### src/rtl/fetch_queue_if.sv
// Fetch front-end bundle: instruction-memory request/response, branch redirect
// and the decode-side valid/ready head port, seen from the fetch unit (master).
interface fetch_queue_if;
    logic        imem_req_valid;
    logic [31:0] imem_req_addr;
    logic        imem_req_ready;
    logic        imem_rsp_valid;
    logic [31:0] imem_rsp_inst;
    logic        br_taken;
    logic [31:0] br_target;
    logic        out_valid;
    logic [31:0] out_pc;
    logic [31:0] out_inst;
    logic        out_ready;
    logic        rsp_err;

    modport master (
        output imem_req_valid, imem_req_addr,
        input  imem_req_ready, imem_rsp_valid, imem_rsp_inst,
        input  br_taken, br_target,
        output out_valid, out_pc, out_inst,
        input  out_ready,
        output rsp_err
    );

    modport slave (
        input  imem_req_valid, imem_req_addr,
        output imem_req_ready, imem_rsp_valid, imem_rsp_inst,
        output br_taken, br_target,
        input  out_valid, out_pc, out_inst,
        output out_ready,
        input  rsp_err
    );
endinterface

### src/rtl/fetch_queue.sv
// Instruction fetch front end: owns the fetch PC, keeps at most one memory
// request in flight and buffers returned instructions in an in-order queue.
module fetch_queue #(
    parameter int          DEPTH    = 4,
    parameter logic [31:0] RESET_PC = 32'h0000_0000
) (
    input logic         clk,
    input logic         rst_n,
    fetch_queue_if.master bus
);
    localparam int            AW       = $clog2(DEPTH);
    localparam int            CW       = AW + 1;
    localparam logic [CW:0]   DEPTH_L  = (CW+1)'(DEPTH);
    localparam logic [AW-1:0] PTR_ONE  = AW'(1);
    localparam logic [CW-1:0] CNT_ONE  = CW'(1);
    localparam logic [CW-1:0] CNT_ZERO = CW'(0);
    localparam logic [AW-1:0] PTR_ZERO = AW'(0);

    logic [31:0]   fetch_pc_r;
    logic [31:0]   pending_pc_r;
    logic          pending_r;
    logic          drop_r;
    logic          rsp_err_r;
    logic [31:0]   q_pc_r   [DEPTH];
    logic [31:0]   q_inst_r [DEPTH];
    logic [AW-1:0] rd_ptr_r;
    logic [AW-1:0] wr_ptr_r;
    logic [CW-1:0] count_r;

    logic [CW:0]   used_s;
    logic          req_valid_s;
    logic          accept_s;
    logic          push_s;
    logic          pop_s;
    logic          head_valid_s;

    // Slot accounting: an in-flight request reserves a queue slot, so a push can never overflow.
    always_comb begin
        used_s       = {1'b0, count_r} + {{CW{1'b0}}, pending_r};
        head_valid_s = (count_r != CNT_ZERO);
        if (rst_n && !bus.br_taken && (used_s < DEPTH_L)) begin
            req_valid_s = 1'b1;
        end else begin
            req_valid_s = 1'b0;
        end
        accept_s = req_valid_s && bus.imem_req_ready;
        push_s   = !bus.br_taken && bus.imem_rsp_valid && pending_r && !drop_r;
        pop_s    = !bus.br_taken && head_valid_s && bus.out_ready;
    end

    // Fetch PC, in-flight tracking and queue state; a redirect overrides all but reset.
    always_ff @(posedge clk or negedge rst_n) begin
        if (!rst_n) begin
            fetch_pc_r   <= RESET_PC;
            pending_pc_r <= 32'h0000_0000;
            pending_r    <= 1'b0;
            drop_r       <= 1'b0;
            rsp_err_r    <= 1'b0;
            rd_ptr_r     <= PTR_ZERO;
            wr_ptr_r     <= PTR_ZERO;
            count_r      <= CNT_ZERO;
            for (int i = 0; i < DEPTH; i++) begin
                q_pc_r[i]   <= 32'h0000_0000;
                q_inst_r[i] <= 32'h0000_0000;
            end
        end else begin
            if (bus.br_taken) begin
                fetch_pc_r <= {bus.br_target[31:2], 2'b00};
                rd_ptr_r   <= PTR_ZERO;
                wr_ptr_r   <= PTR_ZERO;
                count_r    <= CNT_ZERO;
                drop_r     <= 1'b1;
                if (bus.imem_rsp_valid) begin
                    pending_r <= 1'b0;
                end else begin
                    pending_r <= pending_r;
                end
            end else begin
                if (accept_s) begin
                    pending_r    <= 1'b1;
                    pending_pc_r <= fetch_pc_r;
                    drop_r       <= 1'b0;
                    fetch_pc_r   <= fetch_pc_r + 32'd4;
                end else if (bus.imem_rsp_valid) begin
                    pending_r <= 1'b0;
                end else begin
                    pending_r <= pending_r;
                end
                if (push_s) begin
                    q_pc_r[wr_ptr_r]   <= pending_pc_r;
                    q_inst_r[wr_ptr_r] <= bus.imem_rsp_inst;
                    wr_ptr_r           <= wr_ptr_r + PTR_ONE;
                end else begin
                    wr_ptr_r <= wr_ptr_r;
                end
                if (pop_s) begin
                    rd_ptr_r <= rd_ptr_r + PTR_ONE;
                end else begin
                    rd_ptr_r <= rd_ptr_r;
                end
                case ({push_s, pop_s})
                    2'b10:   count_r <= count_r + CNT_ONE;
                    2'b01:   count_r <= count_r - CNT_ONE;
                    default: count_r <= count_r;
                endcase
            end
            // A response nobody asked for is a protocol error that stays visible until reset.
            if (bus.imem_rsp_valid && !pending_r) begin
                rsp_err_r <= 1'b1;
            end else begin
                rsp_err_r <= rsp_err_r;
            end
        end
    end

    assign bus.imem_req_valid = req_valid_s;
    assign bus.imem_req_addr  = fetch_pc_r;
    assign bus.out_valid      = head_valid_s;
    assign bus.out_pc         = q_pc_r[rd_ptr_r];
    assign bus.out_inst       = q_inst_r[rd_ptr_r];
    assign bus.rsp_err        = rsp_err_r;
endmodule

### src/flat_wrapper.sv
// flat-port wrapper written by rule: the top's interface ports become plain ports
module fetch_queue_flat 
#(
    parameter int          DEPTH    = 4,
    parameter logic [31:0] RESET_PC = 32'h0000_0000
)
  (clk, rst_n, bus_imem_req_valid, bus_imem_req_addr, bus_imem_req_ready, bus_imem_rsp_valid, bus_imem_rsp_inst, bus_br_taken, bus_br_target, bus_out_valid, bus_out_pc, bus_out_inst, bus_out_ready, bus_rsp_err);
  fetch_queue_if bus_i ();
  input logic clk;
  input logic rst_n;
  output wire logic [$bits(bus_i.imem_req_valid)-1:0] bus_imem_req_valid;
  output wire logic [$bits(bus_i.imem_req_addr)-1:0] bus_imem_req_addr;
  input wire logic [$bits(bus_i.imem_req_ready)-1:0] bus_imem_req_ready;
  input wire logic [$bits(bus_i.imem_rsp_valid)-1:0] bus_imem_rsp_valid;
  input wire logic [$bits(bus_i.imem_rsp_inst)-1:0] bus_imem_rsp_inst;
  input wire logic [$bits(bus_i.br_taken)-1:0] bus_br_taken;
  input wire logic [$bits(bus_i.br_target)-1:0] bus_br_target;
  output wire logic [$bits(bus_i.out_valid)-1:0] bus_out_valid;
  output wire logic [$bits(bus_i.out_pc)-1:0] bus_out_pc;
  output wire logic [$bits(bus_i.out_inst)-1:0] bus_out_inst;
  input wire logic [$bits(bus_i.out_ready)-1:0] bus_out_ready;
  output wire logic [$bits(bus_i.rsp_err)-1:0] bus_rsp_err;
  assign bus_imem_req_valid = bus_i.imem_req_valid;
  assign bus_imem_req_addr = bus_i.imem_req_addr;
  assign bus_i.imem_req_ready = bus_imem_req_ready;
  assign bus_i.imem_rsp_valid = bus_imem_rsp_valid;
  assign bus_i.imem_rsp_inst = bus_imem_rsp_inst;
  assign bus_i.br_taken = bus_br_taken;
  assign bus_i.br_target = bus_br_target;
  assign bus_out_valid = bus_i.out_valid;
  assign bus_out_pc = bus_i.out_pc;
  assign bus_out_inst = bus_i.out_inst;
  assign bus_i.out_ready = bus_out_ready;
  assign bus_rsp_err = bus_i.rsp_err;
  fetch_queue #(.DEPTH(DEPTH), .RESET_PC(RESET_PC)) u_core (.clk(clk), .rst_n(rst_n), .bus(bus_i));
endmodule
### config.mk
export PLATFORM = sky130hd
export DESIGN_NAME = fetch_queue_flat
export DESIGN_NICKNAME = d
export VERILOG_FILES = /design/src/rtl/fetch_queue_if.sv /design/src/rtl/fetch_queue.sv /design/src/flat_wrapper.sv
export SDC_FILE = /design/constraint.sdc
export NUM_CORES = 1
export LEC_CHECK = 0
export CAP_MARGIN = 20
export CORE_AREA = 2 2 191 193
export CTS_CLUSTER_SIZE = 24
export DETAILED_ROUTE_END_ITERATION = 8
export DIE_AREA = 0 0 193 195
export GPL_TIMING_DRIVEN = 0
export MAX_ROUTING_LAYER = met4
export PLACE_DENSITY = 0.65
export SLEW_MARGIN = 15
export SYNTH_ARGS = -nofsm -noshare
export SYNTH_HDL_FRONTEND = slang
export SYNTH_SLANG_ARGS = --single-unit
### constraint.sdc
create_clock -name clk -period 5.55 [get_ports clk]
set_input_delay 1.665 -clock clk [delete_from_list [all_inputs] [get_ports clk]]
set_output_delay 1.665 -clock clk [all_outputs]
set_load 0.05 [all_outputs]
==> flow_summary.yaml, run 1 <==
status:
  status: "finished, final reports clean"
cells_and_area:
  multi_input_area_sq_um: 5790
  fin_nets: 1265
  drive_gt1_frac: 0.333
  ff_latch_area_sq_um: 7960
  antenna_cells: 0
  areaGrowthSynthToFinish_pct: 25.4
  fin_cells: 1673
  nFillCells: 3130
critical_path:
  crit_slowest_cell: "dlygate4sd2_1"
  cp_common_cell: "buf_16"
  cp.arrival_ns: 3.46
  startpoint_type: "input pin"
  worst-path-buf-inv: 4
  critPathRequiredTime_ns: 3.88
  rr_endpoint: "u_core.bus.imem_req_addr[28]"
  cp-end-kind: "output port"
  critPathTopFamily: "buffers and inverters"
  crit_chain: "buf_8 -> buf_16 -> buf_16 -> and3_1 -> dlygate4sd2_1"
  crit_path_max_fanout: 87
  max_stage_delay_ns: 0.54
  r2r.worst_path.cells: 6
  setup.worst_path.class: "input pin to output port"
  rrSetupSlack_ns: 2.79
  r2r_start: "u_core.bus.imem_req_addr[2]"
min_path:
  hp-start: "u_core.bus.rsp_err"
  worstHoldEndpoint: "u_core.bus.rsp_err"
  whs_path_depth: 1
  min_path_type: "register to register"
synthesis:
  synth_cell_type_count: 49
  avgSynthCellArea_sq_um: 14.3
  yosys_warnings: 0
  ys_ff_latch: 318
  ys_async_sr_fraction: 1.00
  syn_inst: 982
  synth-main-ff-cell: "dfrtp_1"
  yosysSeqAreaShare: 0.567
  synth_edf_count: 0
  synth_area_sq_um: 14000
  synth_top_area_frac: 0.567
  ys_top_cells_by_area: "dfrtp_1 (57%), mux2_2 (20%), mux4_2 (9.9%), nand2_1 (3.4%), clkbuf_1 (0.83%)"
  yosys-top-cells-count: "dfrtp_1 (318), mux2_2 (248), nand2_1 (127)"
  yosys.area.top_type: "dfrtp_1"
  yosysMostFrequentCell: "dfrtp_1"
grt:
  grt_use_total: 0.183
  grt_max_degree: 103
  grt_pass1_wl_mm: 52.4
  grt_pass1_vias: 9301
  overflow: 0
  antenna_found_initial: 0
flow_run:
  drv_cap: 0
route:
  post_drt_via_cell_ratio: 5.34
  wl_mm: 33.3
  top_layer: "met4"
  wl_met1_mm: 15.4
  antenna_left: 0
  wl_per_cell_um: 19.9
  post-route-drc-count: 0
  dr_wl_met2_mm: 15.8
  first_pass_iters: 5
  num_vias: 8939
  wl_met3_mm: 1.57
  first_iter_violations: 471
timing:
  whs_ns: 0.467
  hold_violations: 0
  setup_slack_ns: 0.424
  finalCritPeriodShare: 0.924
  report.final.slew_viol_count: 0
  fmax_mhz: 195
  rsz0062_at_grt: "false"
  setup_viol_count_final: 0
  clock_skew_ns: 0.0197
  worst_pin_slew_ns: 0.957
  max-slew-margin-rel: 0.356
  period_minus_slack_ns: 5.13
floorplan:
  start_util: 0.397
  pin_count: 169
  die_h_um: 195
  die_w_um: 193
  die-area_sq_um: 37600
  num_rows: 69
  coreArea_sq_um: 35400
placed_design:
  dp_hpwl_mm: 22.4
  io_buffers: 162
  dp_slack_ns: -0.112
  globalplace.congestion: 0.834
  dp.cells: 1611
clock_tree:
  htreeDepth: 2
  clk_latency_ns: 0.52
  cts_tree: "yes"
  cts.sinks: 318
  clockRootBuffer: "clkbuf_16"
  clockBufferDepth: 3
  numCtsBuffers: 36
  clkSlewWorstSetupHoldPaths_ns: 0.05
power_and_ir_drop:
  power_leakage_nw: 8.20
  ir_drop_mv: 0.276
  p_per_area_nw_per_um2: 425
[where the power goes]
part	internal, mW	total, mW	switching (mW)
registers	2.59	2.83	0.244
clock network	1.56	2.48	0.923
logic	0.868	2.16	1.29
[kinds of logic (layout without fill, tap and decap cells)]
family	Yosys count	in the layout	share of synthesized area
AOI/OAI and AO/OA	56	56	0.0272
xor gates and xnor gates	13	13	0.00811
adders and majority gates	6	6	0.00588
buffers and inverters	68	295	0.0211
DFF	318	318	0.567
muxes	314	314	0.301
other	1	4	0.000267
and+or+nand+nor	206	206	0.0692
[metal layers]
layer	vias up	global-route usage
met3	52	0.0273
met5	-	-
met1	4659	0.257
li1	4013	-
met2	215	0.284
met4	0	0.0407
[state kept, by name, summed over array words and instances, names as in the netlist]
register	count
u_core.q_inst_r	128
u_core.q_pc_r	120
u_core.bus.imem_req_addr	30
u_core.pending_pc_r	30
u_core.count_r	3
u_core.rd_ptr_r	2
u_core.wr_ptr_r	2
u_core.bus.rsp_err	1
u_core.drop_r	1
u_core.pending_r	1
[worst register-to-register path: cells and delay by family (launching register included)]
family          cells  cell delay [ns]
flops               1             0.51
compound gates      2             0.43
simple gates        3             1.41
fa+ha+maj           1             0.25
[how the worst max path moves through the flow]
stage,cells after the start,slack (ns),end,startpoint
finish,5,0.42,bus_imem_req_valid,rst_n
global route,5,0.21,bus_imem_req_valid,rst_n
CTS,5,0.15,bus_imem_req_valid,rst_n
detailed placement,5,-0.11,bus_imem_req_valid,rst_n
global placement,6,-11.75,u_core.bus.imem_req_addr[20],rst_n
floorplan,2,1.62,bus_imem_req_valid,bus_br_taken
[stage by stage]
step | TNS [ns] | util | total power, mW | cell area (sq um)
2_1_floorplan | 0 | - | 4.28 | 14000
3_3_place_gp | -4216.00 | 0.459 | 5.03 | 16200
3_5_place_dp | -0.112 | 0.461 | 5.06 | 16300
4_1_cts | 0 | 0.496 | 7.57 | 17600
5_1_grt | 0 | 0.497 | 7.80 | 17600
6_report | 0 | 0.497 | 7.47 | 17600
[cells in the final DEF (no fill, tap or decap), types with 3 or more instances in the layout]
cell	count
dfrtp_1	318
mux2_2	248
clkdlybuf4s50_1	160
nand2_1	127
mux4_2	62
clkbuf_1	38
clkbuf_16	38
buf_2	20
o21ai_0	18
nand3_1	16
nor2_1	16
nand4_1	15
o211ai_1	12
xor2_1	8
clkbuf_8	8
o311ai_0	7
buf_1	6
inv_1	6
and3_1	6
xnor2_1	5
ha_1	5
bufinv_16	5
nor3_1	4
mux2i_1	4
a21oi_1	4
buf_4	4
conb_1	4
nor4_1	3
or4_1	3
buf_16	3
[timing repair]
action / in CTS / in global routing
hold buffers: 0 / 0
cloned: 0 / 1
endpoints found under the hold margin: 0 / 0
gates resized for setup: 1 / 0
buffers inserted: 0 / 0
setup endpoints to repair: 1 / 1
[final cells by class]
cell class,count,area share
sequential,318,0.452
multi-input combinational,599,0.329
timing repair buffer,166,0.0985
clock buffer,52,0.0604
tap,461,0.0328
buffer,62,0.0156
clock inverter,9,0.0101
inverter,6,0.00128
Power figures use the tool's default switching activity.
==> inputs of run 2 (changes only) <==
- MAX_ROUTING_LAYER: met4 -> unset
==> run 2 against run 1 <==
Compared with the run above:
- worst hold slack gained 0.00084 ns
- sequential cell count is the same
- routed wire length is essentially flat
- global-route usage shrank 0.52 points
- non-clock buffer count is the same
- die area is the same
- register-to-register slack lost 0.12 ns
- clock-buffer cell count is the same
- clock power is essentially flat
- cell area is the same
==> flow_summary.yaml, run 2 (synthesis results as in run 1) <==
status:
  status: "finished, final reports clean"
critical_path:
  setup.worst_path.class: "input pin to output port"
  cp.arrival_ns: 3.46
  critPathRequiredTime_ns: 3.88
  cp-end-kind: "output port"
  crit_path_max_fanout: 87
  startpoint_type: "input pin"
floorplan:
  num_rows: 69
  pin_count: 169
  die-area_sq_um: 37600
  die_h_um: 195
  coreArea_sq_um: 35400
  start_util: 0.397
  die_w_um: 193
cells_and_area:
  reg_top3: "u_core.q_inst_r (128), u_core.q_pc_r (120)"
  largest_register: "u_core.q_inst_r"
  fin_cells: 1673
  fin_nets: 1265
  post-route-cell-area_sq_um: 17600
  final_cell_mix: "dfrtp_1 (318), mux2_2 (248), clkdlybuf4s50_1 (160)"
  antenna_cells: 0
  largest_register_ffs: 128
  final_common_cell: "dfrtp_1"
  areaGrowthSynthToFinish_pct: 25.4
  drive_gt1_frac: 0.333
  final_core_util: 0.497
route:
  wl_mm: 33.3
  first_iter_violations: 544
  antenna_left: 0
  post_drt_via_cell_ratio: 5.34
  first_pass_iters: 5
  post-route-drc-count: 0
  num_vias: 8938
  wl_per_cell_um: 19.9
timing:
  report.final.slew_viol_count: 0
  finalCritPeriodShare: 0.924
  clock_skew_ns: 0.0200
  period_minus_slack_ns: 5.13
  hold_violations: 0
  rsz0062_at_grt: "false"
  max-slew-margin-rel: 0.298
  fmax_mhz: 195
  setup_viol_count_final: 0
  worst_pin_slew_ns: 1.04
flow_run:
  drv_cap: 0
placed_design:
  globalplace.congestion: 0.822
  dp_hpwl_mm: 22.4
  placed_cell_area_sq_um: 16300
  io_buffers: 162
  dp.cells: 1611
power_and_ir_drop:
  p_per_area_nw_per_um2: 425
  ir_drop_mv: 0.276
  power_leakage_nw: 8.20
clock_tree:
  numCtsBuffers: 36
  cts_tree: "yes"
  cts.sinks: 318
  clk_latency_ns: 0.52
  clockBufferDepth: 3
  hold_buffers: 0
  cts_setup_buffers: 0
  htreeDepth: 2
  clockRootBuffer: "clkbuf_16"
  clkSlewWorstSetupHoldPaths_ns: 0.05
grt:
  grt_pass1_vias: 9305
  grt_max_degree: 103
  grt_pass1_wl_mm: 52.4
  overflow: 0
  antenna_found_initial: 0
  grt_use_total: 0.178
min_path:
  min_path_type: "register to register"
==> run 2: per-stage QoR <==
| step | total power, mW | setup TNS (ns) | hold WS [ns] | setup WS (ns) |
|---|---|---|---|---|
| floorplan | 4.28 | 0 | 0.467 | 1.62 |
| global placement | 5.03 | -4216.00 | 0.455 | -11.75 |
| detailed placement | 5.06 | -0.112 | 0.460 | -0.112 |
| CTS | 7.57 | 0 | 0.471 | 0.150 |
| global route | 7.80 | 0 | 0.505 | 0.217 |
| finish | 7.47 | 0 | 0.468 | 0.424 |
==> run 2: worst paths after layout <==
check	start	endpoint	slack, ns	cells after the start
max	rst_n	bus_imem_req_valid	0.42	5
min	u_core.bus.rsp_err	u_core.bus.rsp_err	0.47	1
max reg2reg	u_core.bus.imem_req_addr[3]	u_core.bus.imem_req_addr[28]	2.67	6
min reg2reg	u_core.bus.rsp_err	u_core.bus.rsp_err	0.47	1
max in group asynchronous	rst_n	u_core.bus.imem_req_addr[16]	3.23	3
min in group asynchronous	rst_n	u_core.q_inst_r[44]	1.03	1
==> run 2: area by class of cell <==
cell class / count / area [sq um]
plain buffers: 62 / 274
fillers: 3130 / 17800
flip-flops and latches: 318 / 7960
clock inverters: 9 / 178
multi-input cells: 599 / 5790
clock buffers: 52 / 1060
repair buffers: 166 / 1730
inverters: 6 / 22.5
well taps: 461 / 577
==> run 2: timing repair <==
action | in CTS | in global routing
gates cloned | 0 | 1
setup endpoints to repair | 1 | 1
endpoints found under the hold margin | 0 | 0
gates resized for setup | 1 | 0
==> run 2: routing by layer <==
| metal | vias to the layer above | wire, um | global-route usage |
|---|---|---|---|
| met5 | - | 0 | 0 |
| met4 | 0 | 580 | 0.0407 |
| met3 | 48 | 1580 | 0.0277 |
| met2 | 220 | 15800 | 0.283 |
| met1 | 4651 | 15300 | 0.258 |
| li1 | 4019 | - | - |
==> run 2: worst max-delay path: stages <==
cell           delay (ns)
buf_8                0.26
buf_16               0.40
buf_16               0.28
and3_1               0.24
dlygate4sd2_1        0.54
==> run 2: report_power, final <==
| part | internal (mW) | leakage, nW | switching, mW |
|---|---|---|---|
| sequential | 2.59 | 4.29 | 0.244 |
| clock | 1.56 | 0.609 | 0.923 |
| combinational | 0.868 | 3.30 | 1.29 |
| total | 5.02 | 8.20 | 2.46 |
